==> src/rtl/alu_pkg.sv <==
// Shared ALU definitions: opcodes, serial-controller state encoding, default width
// and small opcode decode helpers used by both the controller and the bit slice.
package alu_pkg;

  localparam int unsigned ALU_WIDTH = 32;

  localparam logic [3:0] OP_AND = 4'b0000;
  localparam logic [3:0] OP_OR  = 4'b0001;
  localparam logic [3:0] OP_ADD = 4'b0010;
  localparam logic [3:0] OP_XOR = 4'b0100;
  localparam logic [3:0] OP_SUB = 4'b0110;
  localparam logic [3:0] OP_SLT = 4'b0111;

  localparam logic [1:0] ST_IDLE = 2'd0;
  localparam logic [1:0] ST_RUN  = 2'd1;
  localparam logic [1:0] ST_FIN  = 2'd2;

  // Subtract-style ops run the adder as a + ~b + 1.
  function automatic logic op_inverts(input logic [3:0] op);
    return (op == OP_SUB) || (op == OP_SLT);
  endfunction

  // Only ADD/SUB report carry and overflow flags.
  function automatic logic op_is_arith(input logic [3:0] op);
    return (op == OP_ADD) || (op == OP_SUB);
  endfunction

endpackage

==> src/rtl/alu_bit_slice.sv <==
// One-bit ALU slice: full adder with optional B inversion plus bitwise ops.
module alu_bit_slice
  import alu_pkg::*;
(
  input  logic       a_i,
  input  logic       b_i,
  input  logic       carry_i,
  input  logic       invert_i,
  input  logic [3:0] op_i,
  output logic       result_o,
  output logic       carry_o,
  output logic       sum_o
);

  logic w_b;

  assign w_b     = b_i ^ invert_i;
  assign sum_o   = a_i ^ w_b ^ carry_i;
  assign carry_o = (a_i & w_b) | (a_i & carry_i) | (w_b & carry_i);

  // Select the per-bit result; SLT bits are zero here and fixed up at the end.
  always_comb begin
    result_o = 1'b0;
    case (op_i)
      OP_AND:         result_o = a_i & b_i;
      OP_OR:          result_o = a_i | b_i;
      OP_XOR:         result_o = a_i ^ b_i;
      OP_ADD, OP_SUB: result_o = sum_o;
      default:        result_o = 1'b0;
    endcase
  end

endmodule

==> src/rtl/alu_serial_ctrl.sv <==
// Bit-serial ALU controller: processes one bit per cycle LSB first through a
// single alu_bit_slice, then publishes result and flags with a done pulse.
module alu_serial_ctrl
  import alu_pkg::*;
#(
  parameter int unsigned WIDTH = ALU_WIDTH
) (
  input  logic             clk_i,
  input  logic             rst_i,
  input  logic             start_i,
  input  logic [3:0]       op_i,
  input  logic [WIDTH-1:0] a_i,
  input  logic [WIDTH-1:0] b_i,
  output logic             busy_o,
  output logic             done_o,
  output logic [WIDTH-1:0] result_o,
  output logic             zero_o,
  output logic             carry_o,
  output logic             overflow_o
);

  localparam int unsigned     CntW    = $clog2(WIDTH);
  localparam logic [CntW-1:0] LastBit = CntW'(WIDTH - 1);

  logic [1:0]       r_state;
  logic [CntW-1:0]  r_cnt;
  logic [3:0]       r_op;
  logic [WIDTH-1:0] r_a;
  logic [WIDTH-1:0] r_b;
  logic [WIDTH-1:0] r_sh;
  logic             r_carry;
  logic             r_ovf;
  logic             r_msb;
  logic             r_done;
  logic [WIDTH-1:0] r_result;
  logic             r_zero;
  logic             r_cflag;
  logic             r_vflag;

  logic             w_accept;
  logic             w_last;
  logic             w_invert;
  logic             w_res_bit;
  logic             w_cout;
  logic             w_sum;
  logic [WIDTH-1:0] w_final;

  // The done cycle still counts as busy so a new start lands the cycle after done.
  assign busy_o   = (r_state != ST_IDLE) | r_done;
  assign w_accept = start_i & ~busy_o;
  assign w_last   = (r_state == ST_RUN) && (r_cnt == LastBit);
  assign w_invert = op_inverts(r_op);
  // SLT: sign of the difference corrected by signed overflow.
  assign w_final  = (r_op == OP_SLT) ? {{(WIDTH-1){1'b0}}, r_msb ^ r_ovf} : r_sh;

  assign done_o     = r_done;
  assign result_o   = r_result;
  assign zero_o     = r_zero;
  assign carry_o    = r_cflag;
  assign overflow_o = r_vflag;

  alu_bit_slice u_slice (
    .a_i      (r_a[0]),
    .b_i      (r_b[0]),
    .carry_i  (r_carry),
    .invert_i (w_invert),
    .op_i     (r_op),
    .result_o (w_res_bit),
    .carry_o  (w_cout),
    .sum_o    (w_sum)
  );

  // Sequencer: IDLE -> RUN for WIDTH bits -> FIN -> IDLE, bit counter and carry chain.
  always_ff @(posedge clk_i) begin
    if (rst_i) begin
      r_state <= ST_IDLE;
      r_cnt   <= '0;
      r_carry <= 1'b0;
      r_done  <= 1'b0;
    end else begin
      r_done <= 1'b0;
      case (r_state)
        ST_IDLE: begin
          if (w_accept) begin
            r_state <= ST_RUN;
            r_cnt   <= '0;
            r_carry <= op_inverts(op_i);
          end
        end
        ST_RUN: begin
          r_carry <= w_cout;
          r_cnt   <= r_cnt + CntW'(1);
          if (r_cnt == LastBit) r_state <= ST_FIN;
        end
        ST_FIN: begin
          r_done  <= 1'b1;
          r_state <= ST_IDLE;
        end
        default: r_state <= ST_IDLE;
      endcase
    end
  end

  // Operand and partial-result shift registers; the operand LSBs feed the slice.
  always_ff @(posedge clk_i) begin
    if (rst_i) begin
      r_a   <= '0;
      r_b   <= '0;
      r_sh  <= '0;
      r_op  <= OP_AND;
      r_ovf <= 1'b0;
      r_msb <= 1'b0;
    end else if (w_accept) begin
      r_a  <= a_i;
      r_b  <= b_i;
      r_op <= op_i;
    end else if (r_state == ST_RUN) begin
      r_a  <= r_a >> 1;
      r_b  <= r_b >> 1;
      r_sh <= {w_res_bit, r_sh[WIDTH-1:1]};
      if (w_last) begin
        r_ovf <= r_carry ^ w_cout;
        r_msb <= w_sum;
      end
    end
  end

  // Published result and flags, updated together with the done pulse and then held.
  always_ff @(posedge clk_i) begin
    if (rst_i) begin
      r_result <= '0;
      r_zero   <= 1'b1;
      r_cflag  <= 1'b0;
      r_vflag  <= 1'b0;
    end else if (r_state == ST_FIN) begin
      r_result <= w_final;
      r_zero   <= (w_final == '0);
      r_cflag  <= op_is_arith(r_op) & r_carry;
      r_vflag  <= op_is_arith(r_op) & r_ovf;
    end
  end

endmodule

==> config.mk <==
export PLATFORM = sky130hd
export DESIGN_NAME = alu_serial_ctrl
export DESIGN_NICKNAME = d
export VERILOG_FILES = /design/src/rtl/alu_pkg.sv /design/src/rtl/alu_bit_slice.sv /design/src/rtl/alu_serial_ctrl.sv
export SDC_FILE = /design/constraint.sdc
export NUM_CORES = 1
export LEC_CHECK = 0
export CAP_MARGIN = 20
export CORE_MARGIN = 8
export CORE_UTILIZATION = 55
export DETAILED_ROUTE_END_ITERATION = 10
export GPL_TIMING_DRIVEN = 1
export PLACE_DENSITY_LB_ADDON = 0.1
export SYNTH_ARGS = -nofsm -noshare
export SYNTH_HDL_FRONTEND = slang
export SYNTH_SLANG_ARGS = --single-unit
==> constraint.sdc <==
create_clock -name clk_i -period 4 [get_ports clk_i]
set_input_delay 0.8 -clock clk_i [delete_from_list [all_inputs] [get_ports clk_i]]
set_output_delay 0.8 -clock clk_i [all_outputs]
set_load 0.02 [all_outputs]
==> results.cfg, run 1 <==
[route]
postRouteAntennaNets = 0
drt_iter0_drc = 397
vias = 5179
drtPass1Iterations = 5
wl_mm = 14.0
detail_route.wl_per_cell_um = 15.3
drcViolationCount = 0
via_per_inst = 5.67

[critical_path]
end_kind = output pin
criticalPathCategory = flop to output pin
rrSetupSlack_ps = 1790
crit_arrival_ps = 1890
crit_path_start_kind = flop
r2r_cells = 4
max_stage_delay_ps = 550
cp_cell_sequence = or3_1 -> clkdlybuf4s50_1
cp_max_fo = 7
r2r_end = r_b[9]$_SDFFE_PP0P_
cpMaxStageDelayCell = clkdlybuf4s50_1
worstReg2RegStart = r_state[0]$_SDFFE_PP0P_
cp.required_ps = 3200

[finish]
nets = 840
multi_input_area_um2 = 2480
antennaDiodeCount = 0
final_common_cell = nand2_1
layout_common_cells = 176 x nand2_1, 146 x dfxtp_1, 138 x a21oi_1
seqCellArea_um2 = 2920
n_fill_cell = 798
drive_above_1_share = 0.0631
syn_to_final_growth_pct = 30.4

[synth]
synthesis.area_um2 = 5640
ys_warn_count = 0
async_reset_ff_frac = 0
avgSynthCellArea_um2 = 8.20
synth-seq-cells = 146
syn_inst = 687
ys.flop_type = dfxtp_1
yosysSeqAreaShare = 0.519
yosys-top-cells-area = dfxtp_1 52%, a21oi_1 12%, nand2_1 12%, a22oi_1 7.9%, nand3_1 3.4%
synth.distinct_cells = 37
yosys.area.top_type = dfxtp_1
synth_edf_count = 0
yosys.area.top_type_share = 0.519
synthesis.nets = 763

[clock_network]
cts_tree = built
clkTransAtPathRegs_ps = 70
clk_latency_ps = 520
ctsResizeCount = 0
cts-htree-levels = 4
cts_made_buffers = 17
clockBufferDepth = 2
cts_sinks = 146
cts_root_buffer = clkbuf_8
cts_hold_buf = 0
post_cts_buffers = 0

[power]
ir_drop_mv = 0.239
clkPwrFrac = 0.462
p_sw_uw = 848
p_int_mw = 2.57
power.density_nw_per_um2 = 465
p_leak_nw = 2.49
p_sw_frac = 0.248
combinationalPowerShare = 0.087
seqPwrFrac = 0.451

[worst_hold_path]
min_from = result_o[19]$_SDFFE_PP0P_
holdPathStages = 2
hold_end = result_o[19]$_SDFFE_PP0P_
hp-class = flop to flop

[sta]
hold_violations = 0
period_minus_slack_ps = 2690
skew_ps = 8.22
period_share = 0.673
rsz0062_at_grt = false
fmax_mhz = 372
setup_viol = 0
finalWorstSetupSlack_ps = 1310
fin_tns_setup_ps = 0
relSlewSlack = 0.299
finalMaxSlewViolations = 0
tightest_slew_ps = 1050

[global_routing]
grt_max_degree = 105
first_global_vias = 5069
grt_overflow = 0
grt_use_total = 0.208
antenna_found_initial = 0
grt_pass1_wl_mm = 23.0

[floorplanning]
die_w_um = 117
ios = 108
initial_core_util = 0.556
core_um2 = 10100
dieArea_um2 = 13700
row_count = 37
die_h_um = 117

[outcome]
status = finished, final reports clean

[place]
place_congestion = 0.752
place_ws_ps = 1280
portBuffers = 107
dp_hpwl_mm = 8.83

[job]
cap_viol_max_count = 0
-- per-layer routing --
| layer | wire [um] | global-route usage | vias up |
|---|---|---|---|
| met3 | 697 | 0.0457 | 14 |
| met2 | 7430 | 0.385 | 140 |
| li1 | - | - | 2543 |
| met1 | 5700 | 0.232 | 2482 |
| met4 | 148 | 0.0631 | 0 |
| met5 | 0 | 0 | - |
-- cells in the mapped netlist, drive strengths merged (3+ instances only) --
cell,number
nand2,176
dfxtp,146
a21oi,138
a22oi,59
clkbuf,38
nand3,38
buf,21
nor2,17
nor4,7
a311oi,4
ha,4
inv,4
nor3,4
nand2b,3
-- logic make-up (layout without fill, tap and decap cells) --
| family | after synthesis | after routing | share of synthesized area |
|---|---|---|---|
| AO/OA/AOI/OAI | 210 | 210 | 0.219 |
| AND/OR/NAND/NOR | 259 | 259 | 0.198 |
| XOR/XNOR | 3 | 3 | 0.00466 |
| multiplexers | 1 | 1 | 0.00178 |
| buffers and inverters | 63 | 153 | 0.0459 |
| flip-flops | 146 | 146 | 0.519 |
| adder cells (fa/ha/maj) | 5 | 5 | 0.0124 |
-- sequential cells by signal, indices dropped and copies added (netlist names), 2 cells and up --
signal	count
r_a	32
r_b	32
r_sh	32
result_o	32
r_cnt	5
r_op	4
r_state	2
-- worst max path at each step --
| stage | cells after the start | slack [ps] | from | endpoint |
|---|---|---|---|---|
| 6_report | 2 | 1310 | r_state[1]$_SDFFE_PP0P_ | busy_o |
| 5_1_grt | 2 | 1250 | r_state[1]$_SDFFE_PP0P_ | busy_o |
| 4_1_cts | 2 | 1290 | r_state[1]$_SDFFE_PP0P_ | busy_o |
| 2_1_floorplan | 4 | 2180 | start_i | r_carry$_SDFFE_PP0P_ |
| 3_5_place_dp | 5 | 1280 | start_i | r_b[10]$_SDFFE_PP0P_ |
| 3_3_place_gp | 5 | 1350 | start_i | r_carry$_SDFFE_PP0P_ |
-- power by group through the flow --
stage,registers [mW],logic [mW],clock network (mW)
5_1_grt,1.55,0.327,1.66
6_report,1.54,0.297,1.58
2_1_floorplan,1.56,0.184,0
3_5_place_dp,1.57,0.295,0
4_1_cts,1.54,0.298,1.59
3_3_place_gp,1.57,0.285,0
-- critical path, delay by kind of cell (launching register included) --
family        cells  cell delay (ps)
buf+inv           1              550
simple gates      1              410
flops             1              410
-- per-stage QoR --
| step | cells | util | total power [mW] | hold slack, ps | cell area [um2] |
|---|---|---|---|---|---|
| 2_1_floorplan | 687 | - | 1.75 | 436 | 5640 |
| 3_3_place_gp | 880 | 0.665 | 1.85 | 439 | 6740 |
| 3_5_place_dp | 881 | 0.666 | 1.87 | 443 | 6750 |
| 4_1_cts | 913 | 0.725 | 3.43 | 452 | 7350 |
| 5_1_grt | 913 | 0.725 | 3.53 | 465 | 7350 |
| 6_report | 913 | 0.725 | 3.42 | 449 | 7350 |
-- final cells by class --
class                      instances  area share
clock buffer                      18      0.0582
clock inverter                    14      0.0228
inverter                           4     0.00204
multi-input combinational        478       0.338
sequential                       146       0.398
tap                              136      0.0232
timing repair buffer             117       0.158
No activity file was read; power rests on OpenSTA's default activity.
==> run 2: changes to the inputs <==
--- a/config.mk
+++ b/config.mk
@@ -7,7 +7,7 @@
 export LEC_CHECK = 0
 export CAP_MARGIN = 20
 export CORE_MARGIN = 8
-export CORE_UTILIZATION = 55
+export CORE_UTILIZATION = 47
 export DETAILED_ROUTE_END_ITERATION = 10
 export GPL_TIMING_DRIVEN = 1
 export PLACE_DENSITY_LB_ADDON = 0.1
==> constraint.sdc (replaced) <==
create_clock -name clk_i -period 2.34 [get_ports clk_i]
set_input_delay 0.468 -clock clk_i [delete_from_list [all_inputs] [get_ports clk_i]]
set_output_delay 0.468 -clock clk_i [all_outputs]
set_load 0.02 [all_outputs]
==> results.cfg, run 2 (synthesis gave the netlist of run 1 again) <==
[route]
postRouteAntennaNets = 0
drcViolationCount = 0
drtPass1Iterations = 5
drt_iter0_drc = 421
vias = 5067
wl_mm = 13.9
via_per_inst = 5.47
detail_route.wl_per_cell_um = 15.0

[clock_network]
clockBufferDepth = 2
post_cts_buffers = 0
cts_root_buffer = clkbuf_16
cts_sinks = 146
cts_hold_buf = 0
cts-htree-levels = 4
clkTransAtPathRegs_ps = 60
ctsResizeCount = 0
clk_latency_ps = 420
cts_tree = built
cts_made_buffers = 17

[power]
finalPower_mw = 5.92
ir_drop_mv = 0.755
p_leak_nw = 2.53
power.density_nw_per_um2 = 796

[critical_path]
end_kind = output pin
cp_cell_sequence = or3_1 -> clkdlybuf4s50_1
crit_path_start_kind = flop
max_stage_delay_ps = 550
criticalPathCategory = flop to output pin
cp.required_ps = 1870
cp_top_family = buffers and inverters
cp_max_fo = 7
crit_arrival_ps = 1780
cpMaxStageDelayCell = clkdlybuf4s50_1
worst-path-buf-inv = 1

[sta]
fmax_mhz = 444
whs_ps = 452
relSlewSlack = 0.306
tightest_slew_ps = 1040
hold_violations = 0
period_minus_slack_ps = 2250
finalMaxSlewViolations = 0
period_share = 0.962
setup_viol = 0
fin_tns_setup_ps = 0
skew_ps = 7.57
finalWorstSetupSlack_ps = 89.1
rsz0062_at_grt = false

[global_routing]
first_global_vias = 5070
antenna_found_initial = 0
grt_use_total = 0.175
grt_pass1_wl_mm = 23.0
grt_overflow = 0
grt_max_degree = 105

[finish]
nets = 843
multi_input_area_um2 = 2480
antennaDiodeCount = 0
n_fill_cell = 1062
final_common_cell = nand2_1
syn_to_final_growth_pct = 31.9
drive_above_1_share = 0.0654
seqCellArea_um2 = 2920
fin_util = 0.627
layout_common_cells = 176 x nand2_1, 146 x dfxtp_1, 138 x a21oi_1
stdcell_area_um2 = 7430
stdcell_count = 927

[floorplanning]
die_h_um = 126
dieArea_um2 = 15800
row_count = 40
die_w_um = 126
ios = 108
initial_core_util = 0.475
core_um2 = 11900

[place]
place_congestion = 0.729
post_dp_cell_area_um2 = 6820
place_ws_ps = -109
place_inst = 895
portBuffers = 107
dp_hpwl_mm = 9.01

[job]
cap_viol_max_count = 0

[outcome]
status = finished, final reports clean

[worst_hold_path]
hp-class = flop to flop
run 2: cell types whose count changed in the layout (fill, tap and decap cells not counted):
cell / before / now
clkbuf_8: 2 / 4
clkinv_4: 2 / 0
inv_8: 2 / 0
clkbuf_16: 16 / 17
buf_8: 1 / 0
bufinv_16: 2 / 3
inv_6: 6 / 0
buf_4: 9 / 10
clkbuf_1: 0 / 1
buf_12: 1 / 4
clkinv_2: 0 / 5
run 2: area by class of cell:
type                       instances  share of cell area
sequential                       146               0.393
multi-input combinational        478               0.334
timing repair buffer             120               0.164
clock buffer                      22              0.0651
tap                              147              0.0247
clock inverter                    10              0.0175
inverter                           4             0.00202
run 2: worst reg2reg max path, cell delays in order (launching register included):
cell	delay, ps
dfxtp_1	510
nor4b_4	110
nor2_4	810
buf_4	330
nand2_1	70
a21oi_1	140
run 2: final timing paths:
path | startpoint | end | slack, ps | cells after the start
max | r_state[1]$_SDFFE_PP0P_ | busy_o | 90 | 2
min | result_o[24]$_SDFFE_PP0P_ | result_o[24]$_SDFFE_PP0P_ | 450 | 2
max reg2reg | r_state[1]$_SDFFE_PP0P_ | r_b[20]$_SDFFE_PP0P_ | 300 | 5
min reg2reg | result_o[24]$_SDFFE_PP0P_ | result_o[24]$_SDFFE_PP0P_ | 450 | 2
run 2: per-layer routing:
metal  GRT usage  wire [um]
met1       0.186       5990
met2       0.315       7170
met3      0.0620        668
met5           0          0
met4      0.0580         72
run 2: power breakdown:
group          switching (mW)  internal (mW)  total, mW
logic                   0.273          0.240      0.513
clock network           0.993           1.78       2.77
registers              0.0573           2.58       2.64
